$ cat src/rtl/mem_copy_dma.sv
// mem_copy_dma: word-by-word RAM-to-RAM copy engine with a range check.
// Ports: clk/rst (sync, active-high); i_start, i_src_addr, i_dst_addr, i_length request a copy;
// o_busy, o_done, o_error, o_words_done report status;
// o_mem_read, o_mem_write, o_mem_addr, o_mem_wdata, i_mem_rdata form the RAM port.
module mem_copy_dma #(
    parameter int DEPTH = 256
) (
    input  logic        clk,
    input  logic        rst,
    input  logic        i_start,
    input  logic [31:0] i_src_addr,
    input  logic [31:0] i_dst_addr,
    input  logic [8:0]  i_length,
    output logic        o_busy,
    output logic        o_done,
    output logic        o_error,
    output logic [8:0]  o_words_done,
    output logic        o_mem_read,
    output logic        o_mem_write,
    output logic [31:0] o_mem_addr,
    output logic [31:0] o_mem_wdata,
    input  logic [31:0] i_mem_rdata
);
    localparam logic [2:0] IDLE  = 3'd0;
    localparam logic [2:0] CHECK = 3'd1;
    localparam logic [2:0] READ  = 3'd2;
    localparam logic [2:0] WRITE = 3'd3;
    localparam logic [2:0] FIN   = 3'd4;
    logic [2:0]  r_state, w_next;
    logic [31:0] r_src, r_dst, r_mem_addr, r_buf;
    logic [8:0]  r_len, r_idx, r_words, w_idx_inc;
    logic        r_error, r_mem_read, r_mem_write, w_bad;
    assign w_idx_inc = r_idx + 9'd1;
    // 33-bit sums so an end address past 2^32 cannot wrap back into range
    assign w_bad = ({1'b0, r_src} + {24'b0, r_len} > 33'(DEPTH)) ||
                   ({1'b0, r_dst} + {24'b0, r_len} > 33'(DEPTH));
    always_comb begin
        w_next = IDLE;
        case (r_state)
            IDLE:    w_next = i_start ? CHECK : IDLE;
            CHECK:   w_next = w_bad ? IDLE : (r_len == 9'd0 ? FIN : READ);
            READ:    w_next = WRITE;
            WRITE:   w_next = (w_idx_inc == r_len) ? FIN : READ;
            default: w_next = IDLE;
        endcase
    end
    // strobes and address are registered from the next state so they are stable for the whole cycle
    always_ff @(posedge clk) begin
        if (rst) begin
            r_state     <= IDLE;
            r_src       <= '0;
            r_dst       <= '0;
            r_len       <= '0;
            r_idx       <= '0;
            r_words     <= '0;
            r_buf       <= '0;
            r_mem_addr  <= '0;
            r_error     <= 1'b0;
            r_mem_read  <= 1'b0;
            r_mem_write <= 1'b0;
        end else begin
            r_state     <= w_next;
            r_error     <= (r_state == CHECK) && w_bad;
            r_mem_read  <= (w_next == READ);
            r_mem_write <= (w_next == WRITE);
            if (r_state == IDLE && i_start) begin
                r_src   <= i_src_addr;
                r_dst   <= i_dst_addr;
                r_len   <= i_length;
                r_idx   <= '0;
                r_words <= '0;
            end
            if (w_next == READ)
                r_mem_addr <= r_src + 32'(r_state == WRITE ? w_idx_inc : r_idx);
            if (w_next == WRITE)
                r_mem_addr <= r_dst + 32'(r_idx);
            if (r_state == READ)
                r_buf <= i_mem_rdata;
            if (r_state == WRITE) begin
                r_idx   <= w_idx_inc;
                r_words <= r_words + 9'd1;
            end
        end
    end
    assign o_busy       = (r_state == CHECK) || (r_state == READ) || (r_state == WRITE);
    assign o_done       = (r_state == FIN);
    assign o_error      = r_error;
    assign o_words_done = r_words;
    assign o_mem_read   = r_mem_read;
    assign o_mem_write  = r_mem_write;
    assign o_mem_addr   = r_mem_addr;
    assign o_mem_wdata  = r_buf;
endmodule
$ cat config.mk
export PLATFORM = sky130hd
export DESIGN_NAME = mem_copy_dma
export DESIGN_NICKNAME = d
export VERILOG_FILES = /design/src/rtl/mem_copy_dma.sv
export SDC_FILE = /design/constraint.sdc
export NUM_CORES = 1
export LEC_CHECK = 0
export CAP_MARGIN = 40
export CORE_MARGIN = 2
export CORE_UTILIZATION = 45
export CTS_CLUSTER_DIAMETER = 150
export DETAILED_ROUTE_END_ITERATION = 6
export PLACE_DENSITY = 0.82
export SLEW_MARGIN = 10
export SYNTH_ARGS = -nofsm -noshare
export SYNTH_HDL_FRONTEND = slang
export SYNTH_SLANG_ARGS = --single-unit
$ cat constraint.sdc
create_clock -name clk -period 5 [get_ports clk]
set_clock_uncertainty 0.1 [all_clocks]
set_input_delay 1 -clock clk [delete_from_list [all_inputs] [get_ports clk]]
set_output_delay 1 -clock clk [all_outputs]
set_load 0.03 [all_outputs]
==> run_results.csv <==
group,metric,value,unit
hold_path,hold_class,"reg2reg",
layout,stdcell_count,1776,
cts,numCtsBuffers,17,
sta,final.period_utilization,86.1,%
place,dp_hpwl,25.3,mm
synth,synth-compound-area-share,18.6,%
place,place.gp.congestion,0.991,
synth,yosys.area_share.xor_xnor,8.89,%
detailed_routing,ant_nets,0,
cts,cts.sinks,161,
hold_path,whs_path_depth,2,
global_route,gr-usage-met3,6.01,%
die,fp.coreArea,21900,um2
sta,period_minus_slack,4.30,ns
cts,clk_latency,0.44,ns
cts,htree_levels,4,
sta,fmax,0.232,GHz
cts,hold_buffers,0,
layout,fillerInstances,2021,
setup_path,crit_type,"reg2reg",
global_route,grt_remaining_overflow,0,
global_route,gr-usage-all-layers,28.8,%
synth,yosys.area_share.adder,5.65,%
setup_path,critPathCaptureType,"register",
layout,layout-drive-gt1-share,4.68,%
synth,synth_top_area_share,32.1,%
sta,hold_viol_final,0,
setup_path,reg2reg_slack,0.70,ns
synth,synth_warnings,0,
layout,syn2layout_area_growth,25.5,%
global_route,top_usage_layer,"met2",
sta,finalSetupViolCount,0,
sta,rsz0062_at_grt,"false",
synth,avgSynthCellArea,7.41,um2
global_route,gr-usage-met2,49.2,%
place,post-place-cells,1744,
synth,syn_area,10100,um2
sta,tightest_slew,0.862,ns
cts,path_clk_slew,0.07,ns
flow_run,maxCapViolations,0,
die,fp-row-count,54,
cts,cts-root-buf,"clkbuf_16",
synth,seq_area_frac_synth,32.1,%
synth,postSynthCellCount,1357,
synth,muxShareOfSynthArea,2.51,%
outcome,status,"finished, final reports clean",
power,peakVddDrop,0.229,mV
synth,synthTopCellsByArea,"dfxtp_1 (32%), nand2_1 (11%), a21oi_1 (8.1%)",
place,place_ws,0.781,ns
setup_path,critPathMaxFanout,15,
die,die_y,153,um
layout,final_core_util,57.6,%
cts,clock_path_buffers,2,
die,ios,186,
detailed_routing,drcViolationCount,0,
sta,worst_slew_margin_rel,42.0,%
setup_path,critPathRequiredTime,5.18,ns
place,portBuffers,185,
cts,cts_tree,"built",
detailed_routing,via_count,10481,
synth,synth_edf_count,0,
cts,cts_setup_buffers,0,
die,initial_core_util,45.9,%
die,dieWidth,153,um
synth,synth_top_family_by_area,"simple AND/OR/NAND/NOR gates",
synth,ys_types,73,
global_route,antenna_found_initial,0,
synth,syn_nets,1508,
global_route,grt_pass1_vias,10234,
synth,yosys.area_share.simple,27.2,%
synth,yosysTopAreaCell,"dfxtp_1",
power,p_leak,4.53,nW
setup_path,r2r_start,"r_state[0]",
cts,ctsResizeCount,0,
layout,nNetsFinal,1634,
hold_path,hp-start,"o_mem_wdata[21]",
synth,synthArstFlopShare,0,%
detailed_routing,routed_wl,34.2,mm
sta,drv_slew,0,
detailed_routing,wire_per_inst,19.3,um
detailed_routing,routed_via_density,5.90,
layout,antenna_cells,0,
power,power,3.13,mW
setup_path,start_kind,"register",
synth,synth-seq-cells,161,
global_route,grt_start_max_net_pins,80,
detailed_routing,dr.pass1.iters,5,
synth,ys.flop_type,"dfxtp_1",
global_route,grt_pass1_wl,54.5,mm
power,powerDensity,248,nW/um2
global_route,use_met1,34.9,%
synth,synth.top_cells.by_count,"nand2_1 (296), a21oi_1 (162), dfxtp_1 (161)",
detailed_routing,drtIter0Drc,823,
die,dieArea,23500,um2
synth,synth.most_common_cell,"nand2_1",
hold_path,hold_end,"o_mem_wdata[21]",
setup_path,crit_arrival,4.49,ns
sta,fin_setup_tns,0,ns
sta,finalWorstSetupSlack,0.696,ns
setup_path,rr_worst_depth,17,
setup_path,reg2reg_to,"o_mem_addr[18]",
-- how the worst max path moves through the flow --
stage	to	slack, ns	from	depth (start not counted)
after global placement	o_mem_addr[9]	0.84	r_len[0]	13
final	o_mem_addr[18]	0.70	r_state[0]	17
after global routing	o_mem_addr[12]	0.33	r_state[0]	16
after floorplan	o_mem_addr[18]	1.00	r_state[1]	20
after CTS	o_mem_addr[18]	0.74	r_len[0]	13
after detailed placement	o_mem_addr[18]	0.78	r_len[0]	13
-- state kept, by name, indices dropped and copies added (netlist names) --
signal / flops
r_len: 9
o_error: 1
r_state: 3
o_mem_read: 1
r_idx: 9
r_dst: 32
o_words_done: 9
r_src: 32
o_mem_addr: 32
o_mem_write: 1
o_mem_wdata: 32
-- metal layers --
layer | wire length [um] | share of wire [%] | up-vias
met5 | 0 | 0 | -
met4 | 1530 | 4.5 | 0
met3 | 2390 | 7.0 | 100
met2 | 16400 | 48 | 475
met1 | 13900 | 41 | 4911
li1 | - | - | 4995
-- report_power, final --
| group | total (mW) | switching (mW) | internal, mW |
|---|---|---|---|
| logic | 0.407 | 0.213 | 0.194 |
| clock network | 1.33 | 0.575 | 0.751 |
| registers | 1.40 | 0.0815 | 1.32 |
| total | 3.13 | 0.869 | 2.26 |
-- cell type report --
class / count / area, um2 / share of cell area [%]
clock buffers: 20 / 447 / 3.54
multi-input cells: 1069 / 6330 / 50.1
flip-flops and latches: 161 / 3220 / 25.5
inverters: 30 / 113 / 0.893
clock inverters: 12 / 134 / 1.06
well taps: 280 / 350 / 2.78
repair buffers: 204 / 2020 / 16.0
-- cell usage in the layout (no fill, tap or decap), types with 4 or more instances in the layout --
| master | synthesis | routed |
|---|---|---|
| nor3_1 | 27 | 27 |
| or2_2 | 4 | 4 |
| o2111ai_1 | 6 | 6 |
| a21oi_1 | 162 | 162 |
| a211oi_1 | 5 | 5 |
| nand3_1 | 47 | 47 |
| nand2_1 | 296 | 296 |
| o22ai_1 | 6 | 6 |
| mux2i_1 | 23 | 23 |
| dfxtp_1 | 161 | 161 |
| nor2_1 | 102 | 101 |
| xor2_1 | 35 | 35 |
| a21o_1 | 9 | 9 |
| o21a_1 | 4 | 4 |
| a2111oi_0 | 13 | 13 |
| ha_1 | 39 | 39 |
| inv_1 | 30 | 30 |
| nor2b_1 | 4 | 4 |
| o21ai_0 | 32 | 32 |
| a22oi_1 | 4 | 4 |
| a31oi_1 | 6 | 6 |
| buf_4 | 3 | 18 |
| nand4_1 | 21 | 21 |
| fa_1 | 4 | 4 |
| and3_1 | 12 | 12 |
| o211ai_1 | 7 | 7 |
| clkinvlp_4 | 0 | 5 |
| clkdlybuf4s50_1 | 0 | 184 |
| o31a_1 | 4 | 4 |
| xnor2_1 | 67 | 67 |
| nand2b_1 | 6 | 6 |
| o31ai_1 | 4 | 4 |
| clkbuf_16 | 0 | 17 |
| or3_1 | 15 | 15 |
| and2_1 | 9 | 9 |
| nor3b_1 | 9 | 9 |
| nor4_1 | 22 | 22 |
| a221oi_1 | 12 | 12 |
-- critical path, stage by stage, from the launching register on --
cell	delay, ns
dfxtp_1	0.49
nand2b_1	0.16
or2_2	0.43
inv_1	0.24
ha_1	0.28
inv_1	0.06
ha_1	0.17
fa_1	0.22
a21o_1	0.12
a21oi_1	0.10
o21ai_0	0.30
a31o_2	0.23
a21oi_1	0.12
or4b_2	0.67
xor2_1	0.17
nor2_1	0.05
mux2i_1	0.15
a21oi_1	0.09
-- logic make-up (layout without fill, tap and decap cells) --
| logic type | after synthesis | count (layout) |
|---|---|---|
| AO/OA/AOI/OAI | 303 | 303 |
| XOR/XNOR | 102 | 102 |
| adder cells (fa/ha/maj) | 43 | 43 |
| buffers and inverters | 127 | 266 |
| flip-flops | 161 | 161 |
| multiplexers | 25 | 25 |
| AND/OR/NAND/NOR | 596 | 596 |
-- through the flow --
step | cell area [um2] | hold slack, ns
floorplan | 10100 | 0.349
global placement | 12000 | 0.340
detailed placement | 12000 | 0.348
CTS | 12600 | 0.354
global route | 12600 | 0.366
finish | 12600 | 0.354
No activity file was read; power rests on OpenSTA's default activity.
